--- src/rtl/mem_wb_buf.sv ---
// rtl/mem_wb_buf.sv - MEM/WB elastic FIFO buffer with misalignment rewrite and flush
// Optional MEM_WB_BUF_PERF_EN builds the saturating stall/drop counters.
module mem_wb_buf #(
    parameter int                 DEPTH           = 2,
    parameter int                 ADDR_W          = 30,
    parameter int                 DATA_W          = 32,
    parameter int                 REG_ADDR_W      = 5,
    parameter int                 CTRL_OP_W       = 2,
    parameter int                 EXP_W           = 3,
    parameter logic [EXP_W-1:0]   MISS_ALIGN_CODE = EXP_W'(4)
) (
    input  logic                           clk,
    input  logic                           reset,
    input  logic                           flush,
    input  logic                           in_valid,
    output logic                           in_ready,
    input  logic                           in_miss_align,
    input  logic [ADDR_W-1:0]              in_pc,
    input  logic                           in_br_flag,
    input  logic [CTRL_OP_W-1:0]           in_ctrl_op,
    input  logic [REG_ADDR_W-1:0]          in_dst_addr,
    input  logic                           in_gpr_we_,
    input  logic [EXP_W-1:0]               in_exp_code,
    input  logic [DATA_W-1:0]              in_out,
    output logic                           out_valid,
    input  logic                           out_ready,
    output logic [ADDR_W-1:0]              out_pc,
    output logic                           out_br_flag,
    output logic [CTRL_OP_W-1:0]           out_ctrl_op,
    output logic [REG_ADDR_W-1:0]          out_dst_addr,
    output logic                           out_gpr_we_,
    output logic [EXP_W-1:0]               out_exp_code,
    output logic [DATA_W-1:0]              out_out,
    output logic [$clog2(DEPTH+1)-1:0]     count,
    output logic [15:0]                    stall_cnt,
    output logic [15:0]                    drop_cnt
);

    localparam int PTR_W = (DEPTH > 1) ? $clog2(DEPTH) : 1;
    localparam int CNT_W = $clog2(DEPTH+1);
    localparam int ENT_W = ADDR_W + 1 + CTRL_OP_W + REG_ADDR_W + 1 + EXP_W + DATA_W;
    // Empty entry: everything zero except the active-low write enable.
    localparam logic [ENT_W-1:0] EMPTY_ENTRY = ENT_W'(1) << (EXP_W + DATA_W);

    logic [ENT_W-1:0] mem_q [DEPTH];
    logic [ENT_W-1:0] mem_d [DEPTH];
    logic [PTR_W-1:0] wr_ptr_q, wr_ptr_d;
    logic [PTR_W-1:0] rd_ptr_q, rd_ptr_d;
    logic [CNT_W-1:0] count_q, count_d;
    logic [ENT_W-1:0] wr_entry;
    logic [ENT_W-1:0] head;
    logic             push;
    logic             pop;

    function automatic logic [PTR_W-1:0] ptr_inc(input logic [PTR_W-1:0] p);
        return (p == PTR_W'(DEPTH-1)) ? '0 : p + PTR_W'(1);
    endfunction

    assign in_ready  = (count_q != CNT_W'(DEPTH));
    assign out_valid = (count_q != '0);
    assign push      = in_valid && in_ready && !flush;
    assign pop       = out_valid && out_ready && !flush;
    assign count     = count_q;

    always_comb begin
        wr_entry = {in_pc, in_br_flag, in_ctrl_op, in_dst_addr, in_gpr_we_, in_exp_code, in_out};
        if (in_miss_align) begin
            wr_entry = {in_pc, in_br_flag, {CTRL_OP_W{1'b0}}, {REG_ADDR_W{1'b0}}, 1'b1,
                        MISS_ALIGN_CODE, {DATA_W{1'b0}}};
        end
    end

    always_comb begin
        mem_d    = mem_q;
        wr_ptr_d = wr_ptr_q;
        rd_ptr_d = rd_ptr_q;
        count_d  = count_q;
        if (flush) begin
            wr_ptr_d = '0;
            rd_ptr_d = '0;
            count_d  = '0;
        end else begin
            if (push) begin
                mem_d[wr_ptr_q] = wr_entry;
                wr_ptr_d        = ptr_inc(wr_ptr_q);
            end
            if (pop) begin
                rd_ptr_d = ptr_inc(rd_ptr_q);
            end
            unique case ({push, pop})
                2'b10:   count_d = count_q + CNT_W'(1);
                2'b01:   count_d = count_q - CNT_W'(1);
                default: count_d = count_q;
            endcase
        end
    end

    always_ff @(posedge clk) begin
        if (reset) begin
            wr_ptr_q <= '0;
            rd_ptr_q <= '0;
            count_q  <= '0;
        end else begin
            wr_ptr_q <= wr_ptr_d;
            rd_ptr_q <= rd_ptr_d;
            count_q  <= count_d;
        end
    end

    // Payload storage needs no reset: the outputs are masked while empty.
    always_ff @(posedge clk) begin
        mem_q <= mem_d;
    end

    assign head = out_valid ? mem_q[rd_ptr_q] : EMPTY_ENTRY;
    assign {out_pc, out_br_flag, out_ctrl_op, out_dst_addr, out_gpr_we_, out_exp_code, out_out} = head;

`ifdef MEM_WB_BUF_PERF_EN
    logic [15:0] stall_cnt_q, stall_cnt_d;
    logic [15:0] drop_cnt_q, drop_cnt_d;
    logic [16:0] drop_sum;

    always_comb begin
        stall_cnt_d = stall_cnt_q;
        drop_cnt_d  = drop_cnt_q;
        drop_sum    = {1'b0, drop_cnt_q} + 17'(count_q);
        if (out_valid && !out_ready && (stall_cnt_q != 16'hFFFF)) begin
            stall_cnt_d = stall_cnt_q + 16'd1;
        end
        if (flush) begin
            drop_cnt_d = drop_sum[16] ? 16'hFFFF : drop_sum[15:0];
        end
    end

    always_ff @(posedge clk) begin
        if (reset) begin
            stall_cnt_q <= '0;
            drop_cnt_q  <= '0;
        end else begin
            stall_cnt_q <= stall_cnt_d;
            drop_cnt_q  <= drop_cnt_d;
        end
    end

    assign stall_cnt = stall_cnt_q;
    assign drop_cnt  = drop_cnt_q;
`else
    assign stall_cnt = 16'h0;
    assign drop_cnt  = 16'h0;
`endif

endmodule

--- config.mk ---
export PLATFORM = sky130hd
export DESIGN_NAME = mem_wb_buf
export DESIGN_NICKNAME = d
export VERILOG_FILES = /design/src/rtl/mem_wb_buf.sv
export SDC_FILE = /design/constraint.sdc
export NUM_CORES = 1
export LEC_CHECK = 0
export CAP_MARGIN = 20
export CELL_PAD_IN_SITES_DETAIL_PLACEMENT = 1
export CELL_PAD_IN_SITES_GLOBAL_PLACEMENT = 1
export CORE_MARGIN = 10
export CORE_UTILIZATION = 38
export CTS_CLUSTER_DIAMETER = 30
export DETAILED_ROUTE_END_ITERATION = 8
export PLACE_DENSITY_LB_ADDON = 0.1
export RECOVER_POWER = 50
export SYNTH_ARGS = -nofsm -noshare
export SYNTH_HDL_FRONTEND = slang
export SYNTH_SLANG_ARGS = --single-unit
--- constraint.sdc ---
create_clock -name clk -period 5.1 [get_ports clk]
set_clock_uncertainty 0.05 [all_clocks]
set_input_delay 0.765 -clock clk [delete_from_list [all_inputs] [get_ports clk]]
set_output_delay 0.765 -clock clk [all_outputs]
set_load 0.005 [all_outputs]
==> results.py, run 1 <==
metrics = {
    "run": {
        "drv.max_cap_violation_count": 3,
    },
    "synthesis": {
        "post-synth-top-area-fraction_pct": 70.4,
        "synth_seq_cells": 152,
        "syn_area_sq_um": 6310,
        "synth_cells": 419,
        "synthesis.yosys.warnings": 0,
        "syn_area_per_cell_sq_um": 15.1,
        "synth_top_cell_by_area": "sky130_fd_sc_hd__edfxtp_1",
        "synth_sequential_area_ratio_pct": 71.7,
        "netlist_top_cells_area": "sky130_fd_sc_hd__edfxtp_1 70%, sky130_fd_sc_hd__mux2i_1 12%, sky130_fd_sc_hd__nor2_1 4.7%",
        "yosysUniqueCellTypes": 23,
    },
    "min_path": {
        "timing.hold.worst.class": "reg -> reg",
    },
    "die": {
        "initial_cell_density_of_the_core_pct": 38.5,
        "die_area_sq_um": 22200,
        "die_x_um": 149,
        "die_span_y_um": 149,
        "fp-row-count": 47,
        "placeableCoreArea_sq_um": 16400,
        "io-pin-count": 190,
    },
    "timing": {
        "maxSlewHeadroom_pct": -83.0,
        "max_clock_freq_mhz": 254,
        "worst_margin_pin_slew_ps": 2740,
        "totalNegativeSetupSlack_ps": 0,
        "final-setup-viol-count": 0,
        "maxSlewViolCount": 104,
        "min_period_ps": 3930,
        "grt_setup_unrepaired": "no",
        "layout_worst_path_cycle_share_pct": 77.2,
        "hold_viol": 0,
    },
    "grt": {
        "grt_max_degree": 60,
        "first_global_vias": 4203,
        "antenna_violations_before_repair": 1,
        "grt.overflow.total": 0,
        "grt_first_pass_wirelength_mm": 23.3,
        "grt_util_all_layers_pct": 13.7,
    },
    "cts": {
        "insertion_delay_ps": 420,
        "cts_max_path_buffers": 2,
        "cts-resized-gates": 0,
        "cts_max_level": 4,
        "tritoncts": "yes",
        "cts.sink_count": 152,
        "cts_hold_buf": 0,
        "worst_setup_hold_path_clk_slew_ps": 60,
        "total_clock_buffers_created_by_cts": 17,
        "cts_root_buf": "sky130_fd_sc_hd__clkbuf_16",
        "post_cts.repair.setup_buffers": 0,
    },
    "setup_path": {
        "worstPathArrival_ps": 3980,
        "path_max_fanout": 44,
        "timing.critical_path.to_type": "flop",
        "timing_worst_setup_path_type": "in -> reg",
        "timing.critical_path.required_ps": 5150,
        "critPathLaunchType": "input port",
    },
    "detailed_routing": {
        "route.detailed.drc": 0,
        "avgViaCountPerCell": 4.57,
        "postRouteWirelength_mm": 15.0,
        "post_drt_wl_per_cell_um": 18.5,
        "drt_pass1_iterations": 4,
        "vias": 3705,
        "dr.first_iter.drc_count": 156,
        "antenna_violating_nets_post_route": 0,
    },
    "layout": {
        "synthToLayoutAreaGrowth_pct": 35.5,
        "drive_gt1_share_pct": 6.44,
        "finish.cell_count_without_fillers": 810,
        "final_cell_mix": "148 x sky130_fd_sc_hd__edfxtp_1, 122 x sky130_fd_sc_hd__clkdlybuf4s50_1, 78 x sky130_fd_sc_hd__nor2_1",
        "postLayoutCellArea_sq_um": 8550,
        "antenna_cells_inserted": 0,
        "layout.nets": 658,
        "layout_commonest_cell": "sky130_fd_sc_hd__edfxtp_1",
    },
    "run_status": {
        "run_status": "complete, but fails checks",
        "violations": "max-capacitance violations, max-slew violations",
    },
    "place": {
        "port-buffer-count": 157,
        "placed_cells": 778,
        "place_area_sq_um": 7980,
        "place.gp.congestion": 0.731,
        "place_hpwl_mm": 10.3,
    },
    "power_and_ir_drop": {
        "leakagePower_nw": 2.80,
        "power-per-cell-area_nw_per_um2": 335,
        "ir_worst_vdd_mv": 0.249,
    },
}
[worst max-delay path, cell delays in order]
cell and delay [ps]:
sky130_fd_sc_hd__dlygate4sd3_1 570, sky130_fd_sc_hd__nand3b_1 230, sky130_fd_sc_hd__nor2_1 2020, sky130_fd_sc_hd__buf_12 340
[layer usage]
layer / wire length [um] / global-route usage, % / vias up
met4: 277 / 5.64 / 2
met3: 1240 / 6.01 / 20
met1: 6060 / 15.2 / 1805
met5: 8 / 0 / -
li1: - / - / 1742
met2: 7430 / 22.6 / 136
[cell type report]
| cell class | instances | area [sq um] |
|---|---|---|
| Timing Repair Buffer | 161 | 1620 |
| Fill cell | 1637 | 7850 |
| Clock buffer | 19 | 433 |
| Sequential cell | 152 | 4530 |
| Multi-Input combinational cell | 243 | 1540 |
| Clock inverter | 13 | 155 |
| Tap cell | 220 | 275 |
| Inverter | 2 | 7.51 |
[sequential cells by signal, summed over array words and instances (netlist names)]
| register | flops |
|---|---|
| count | 2 |
| mem_q | 148 |
| wr_ptr_q | 1 |
| rd_ptr_q | 1 |
[worst paths after layout]
kind / start / end / slack [ps] / cells after the start
min: wr_ptr_q / wr_ptr_q / 520 / 3
max reg2reg: count[0] / mem_q[44] / 1470 / 4
max: flush / mem_q[44] / 1170 / 4
min reg2reg: wr_ptr_q / wr_ptr_q / 520 / 3
[synthesized netlist by cell type]
cell type / count
sky130_fd_sc_hd__mux2i_1: 74
sky130_fd_sc_hd__buf_2: 7
sky130_fd_sc_hd__buf_4: 33
sky130_fd_sc_hd__buf_6: 5
sky130_fd_sc_hd__clkbuf_1: 8
sky130_fd_sc_hd__nand3b_1: 1
sky130_fd_sc_hd__or2_2: 3
sky130_fd_sc_hd__inv_1: 2
sky130_fd_sc_hd__xor2_1: 2
sky130_fd_sc_hd__or3_1: 1
sky130_fd_sc_hd__dfxtp_1: 4
sky130_fd_sc_hd__a21o_1: 1
sky130_fd_sc_hd__a21oi_1: 2
sky130_fd_sc_hd__ha_1: 1
sky130_fd_sc_hd__o21ai_0: 2
sky130_fd_sc_hd__nand3_1: 1
sky130_fd_sc_hd__nor2_1: 79
sky130_fd_sc_hd__edfxtp_1: 148
sky130_fd_sc_hd__xnor2_1: 1
sky130_fd_sc_hd__conb_1: 1
sky130_fd_sc_hd__nand2_1: 1
sky130_fd_sc_hd__nand2b_1: 1
sky130_fd_sc_hd__nor2b_1: 41
[kinds of logic (layout without fill, tap and decap cells)]
group | count (synthesis) | count (layout) | share of synthesized area (%)
DFF | 152 | 152 | 71.7
and+or+nand+nor | 128 | 128 | 9.51
muxes | 74 | 74 | 11.7
buffers and inverters | 55 | 195 | 5.97
AOI/OAI and AO/OA | 5 | 5 | 0.436
xor gates and xnor gates | 3 | 3 | 0.416
adders and majority gates | 1 | 1 | 0.198
other | 1 | 32 | 0.0594
[through the flow]
step / setup slack (ps) / utilization (%) / power [mW] / hold WS [ps]
floorplan: 488 / - / 1.54 / 457
finish: 1170 / 52.1 / 2.86 / 522
global placement: 1990 / 48.7 / 1.65 / 511
global route: 848 / 52.1 / 2.98 / 573
detailed placement: 1910 / 48.7 / 1.65 / 539
CTS: 1430 / 52.2 / 2.91 / 547
[power breakdown]
group          internal, mW  switching (mW)  leakage (nW)
Clock                 0.764           0.482         0.272
Sequential             1.41          0.0127          1.42
Combinational         0.106          0.0884          1.11
Total                  2.28           0.583          2.80
No activity file was read; power rests on OpenSTA's default activity.
==> run 2: changes to the inputs <==
==> constraint.sdc (replaced) <==
create_clock -name clk -period 4 [get_ports clk]
set_clock_uncertainty 0.05 [all_clocks]
set_input_delay 0.6 -clock clk [delete_from_list [all_inputs] [get_ports clk]]
set_output_delay 0.6 -clock clk [all_outputs]
set_load 0.005 [all_outputs]
==> results.py, run 2 (synthesis gave the netlist of run 1 again) <==
metrics = {
    "run_status": {
        "run_status": "complete, but fails checks",
        "violations": "max-capacitance violations, max-slew violations",
    },
    "power_and_ir_drop": {
        "power-per-cell-area_nw_per_um2": 424,
        "power.share.sequential_pct": 50.0,
        "power_frac_comb_pct": 6.9,
        "power.switching_mw": 0.727,
        "power_switching_share_pct": 20.1,
        "internal_power_mw": 2.90,
        "p_clk_share_pct": 43.0,
        "ir_worst_vdd_mv": 0.267,
        "leakagePower_nw": 2.80,
    },
    "timing": {
        "maxSlewViolCount": 194,
        "min_period_ps": 3210,
        "max_clock_freq_mhz": 311,
        "worst_hold_slack_ps": 531,
        "hold_viol": 0,
        "worst_margin_pin_slew_ps": 2060,
        "final-setup-viol-count": 0,
        "grt_setup_unrepaired": "no",
        "setup_slack_ps": 788,
        "layout_worst_path_cycle_share_pct": 80.3,
        "maxSlewHeadroom_pct": -37.3,
    },
    "setup_path": {
        "worstPathArrival_ps": 3160,
        "critical_path.reg2reg.startpoint": "count[0]",
        "crit_chain": "dlygate4sd3_1 > nand3b_1 > nor2_4 > clkbuf_2",
        "rrSetupSlack_ps": 900,
        "timing_worst_setup_path_type": "in -> reg",
        "timing.critical_path.required_ps": 3950,
        "worst_stage_delay_on_the_critical_path_ps": 1470,
        "timing.critical_path.to_type": "flop",
        "cp-startpoint": "flush",
        "endpoint": "mem_q[5]",
        "critical_path.reg2reg.endpoint": "mem_q[5]",
        "path_max_fanout": 74,
        "cell_with_the_largest_stage_delay_on_the_worst_path": "sky130_fd_sc_hd__clkbuf_2",
        "critPathLaunchType": "input port",
        "worstRegToRegCells": 4,
    },
    "cts": {
        "cts_max_level": 4,
        "worst_setup_hold_path_clk_slew_ps": 60,
        "insertion_delay_ps": 410,
        "post_cts.repair.setup_buffers": 0,
        "tritoncts": "yes",
        "cts_max_path_buffers": 2,
        "total_clock_buffers_created_by_cts": 17,
        "cts_root_buf": "sky130_fd_sc_hd__clkbuf_16",
        "cts.sink_count": 152,
        "cts_hold_buf": 0,
        "cts-resized-gates": 0,
    },
    "min_path": {
        "worstHoldStart": "count[1]",
        "timing.hold.worst_path_depth": 2,
        "timing.hold.worst.class": "reg -> reg",
    },
    "grt": {
        "first_global_vias": 4142,
        "grt_max_degree": 75,
        "antenna_violations_before_repair": 1,
        "grt_first_pass_wirelength_mm": 23.2,
        "grt_util_all_layers_pct": 13.6,
        "grt.overflow.total": 0,
    },
    "die": {
        "fp-row-count": 47,
        "initial_cell_density_of_the_core_pct": 38.5,
        "placeableCoreArea_sq_um": 16400,
        "die_x_um": 149,
        "io-pin-count": 190,
        "die_span_y_um": 149,
        "die_area_sq_um": 22200,
    },
    "detailed_routing": {
        "post_drt_wl_per_cell_um": 18.7,
        "postRouteWirelength_mm": 15.1,
        "route.detailed.drc": 0,
        "vias": 3713,
        "drt_pass1_iterations": 4,
        "antenna_violating_nets_post_route": 0,
        "dr.first_iter.drc_count": 193,
        "avgViaCountPerCell": 4.57,
    },
    "layout": {
        "drive_gt1_share_pct": 6.43,
        "finish.cell_count_without_fillers": 812,
        "final_cell_mix": "148 x sky130_fd_sc_hd__edfxtp_1, 124 x sky130_fd_sc_hd__clkdlybuf4s50_1, 76 x sky130_fd_sc_hd__nor2_1",
        "layout.nets": 660,
        "register_with_the_most_flip_flops": "mem_q",
        "layout_commonest_cell": "sky130_fd_sc_hd__edfxtp_1",
        "synthToLayoutAreaGrowth_pct": 35.4,
        "largest_register_ff_count": 148,
    },
    "place": {
        "placed_cells": 780,
        "place_hpwl_mm": 10.1,
        "place.gp.congestion": 0.704,
        "place_worst_setup_slack_ps": 1280,
        "port-buffer-count": 157,
    },
    "run": {
        "drv.max_cap_violation_count": 3,
    },
}
## run 2: changes by cell type in the layout (fill, tap and decap cells not counted), moves of 2 or more
cell / before / now
sky130_fd_sc_hd__dlygate4sd3_1: 34 / 32
sky130_fd_sc_hd__clkdlybuf4s50_1: 122 / 124
sky130_fd_sc_hd__nor2_4: 1 / 3
sky130_fd_sc_hd__clkinv_1: 1 / 4
sky130_fd_sc_hd__clkbuf_2: 0 / 2
sky130_fd_sc_hd__clkinvlp_4: 5 / 0
sky130_fd_sc_hd__nor2_1: 78 / 76
## run 2: metrics by stage
stage	util, %	TNS [ps]	power (mW)	instance area (sq um)
after floorplan	-	-66220	1.97	6430
after global placement	48.8	0	2.10	8010
after detailed placement	48.8	0	2.11	8010
after CTS	52.3	0	3.67	8580
after global routing	52.1	0	3.76	8550
final	52.1	0	3.63	8550
## run 2: worst min-delay path by stage
stage	endpoint	slack, ps
global route	count[1]	600
CTS	count[1]	540
detailed placement	count[1]	520
global placement	count[1]	490
finish	count[1]	530
floorplan	count[1]	460
## run 2: layer usage
layer  part of all wire, %  vias up  global-route usage, %  routed length, um
met5                     0        -                      0                  0
met1                    40     1817                   15.0               6080
met3                   8.9       17                   6.43               1350
met4                   1.3        0                   5.30                199
met2                    50      132                   22.4               7520
li1                      -     1747                      -                  -
## run 2: critical path: cells and delay by family
kind	cells	cell delay, ps
buffers and inverters	2	2050
AND/OR/NAND/NOR	2	450
## run 2: final cells by class
class / instances / area (sq um)
inverter: 2 / 7.51
fill: 1629 / 7860
tap: 220 / 275
timing repair buffer: 163 / 1620
antenna: 1 / 2.50
clock buffer: 19 / 433
multi-input combinational: 243 / 1550
sequential: 152 / 4530
clock inverter: 12 / 134
## run 2: power groups by stage
stage	registers (mW)	logic [mW]	clock network, mW
2_1_floorplan	1.84	0.123	0
3_3_place_gp	1.84	0.259	0
3_5_place_dp	1.84	0.264	0
4_1_cts	1.81	0.265	1.60
5_1_grt	1.82	0.279	1.66
6_report	1.81	0.251	1.56
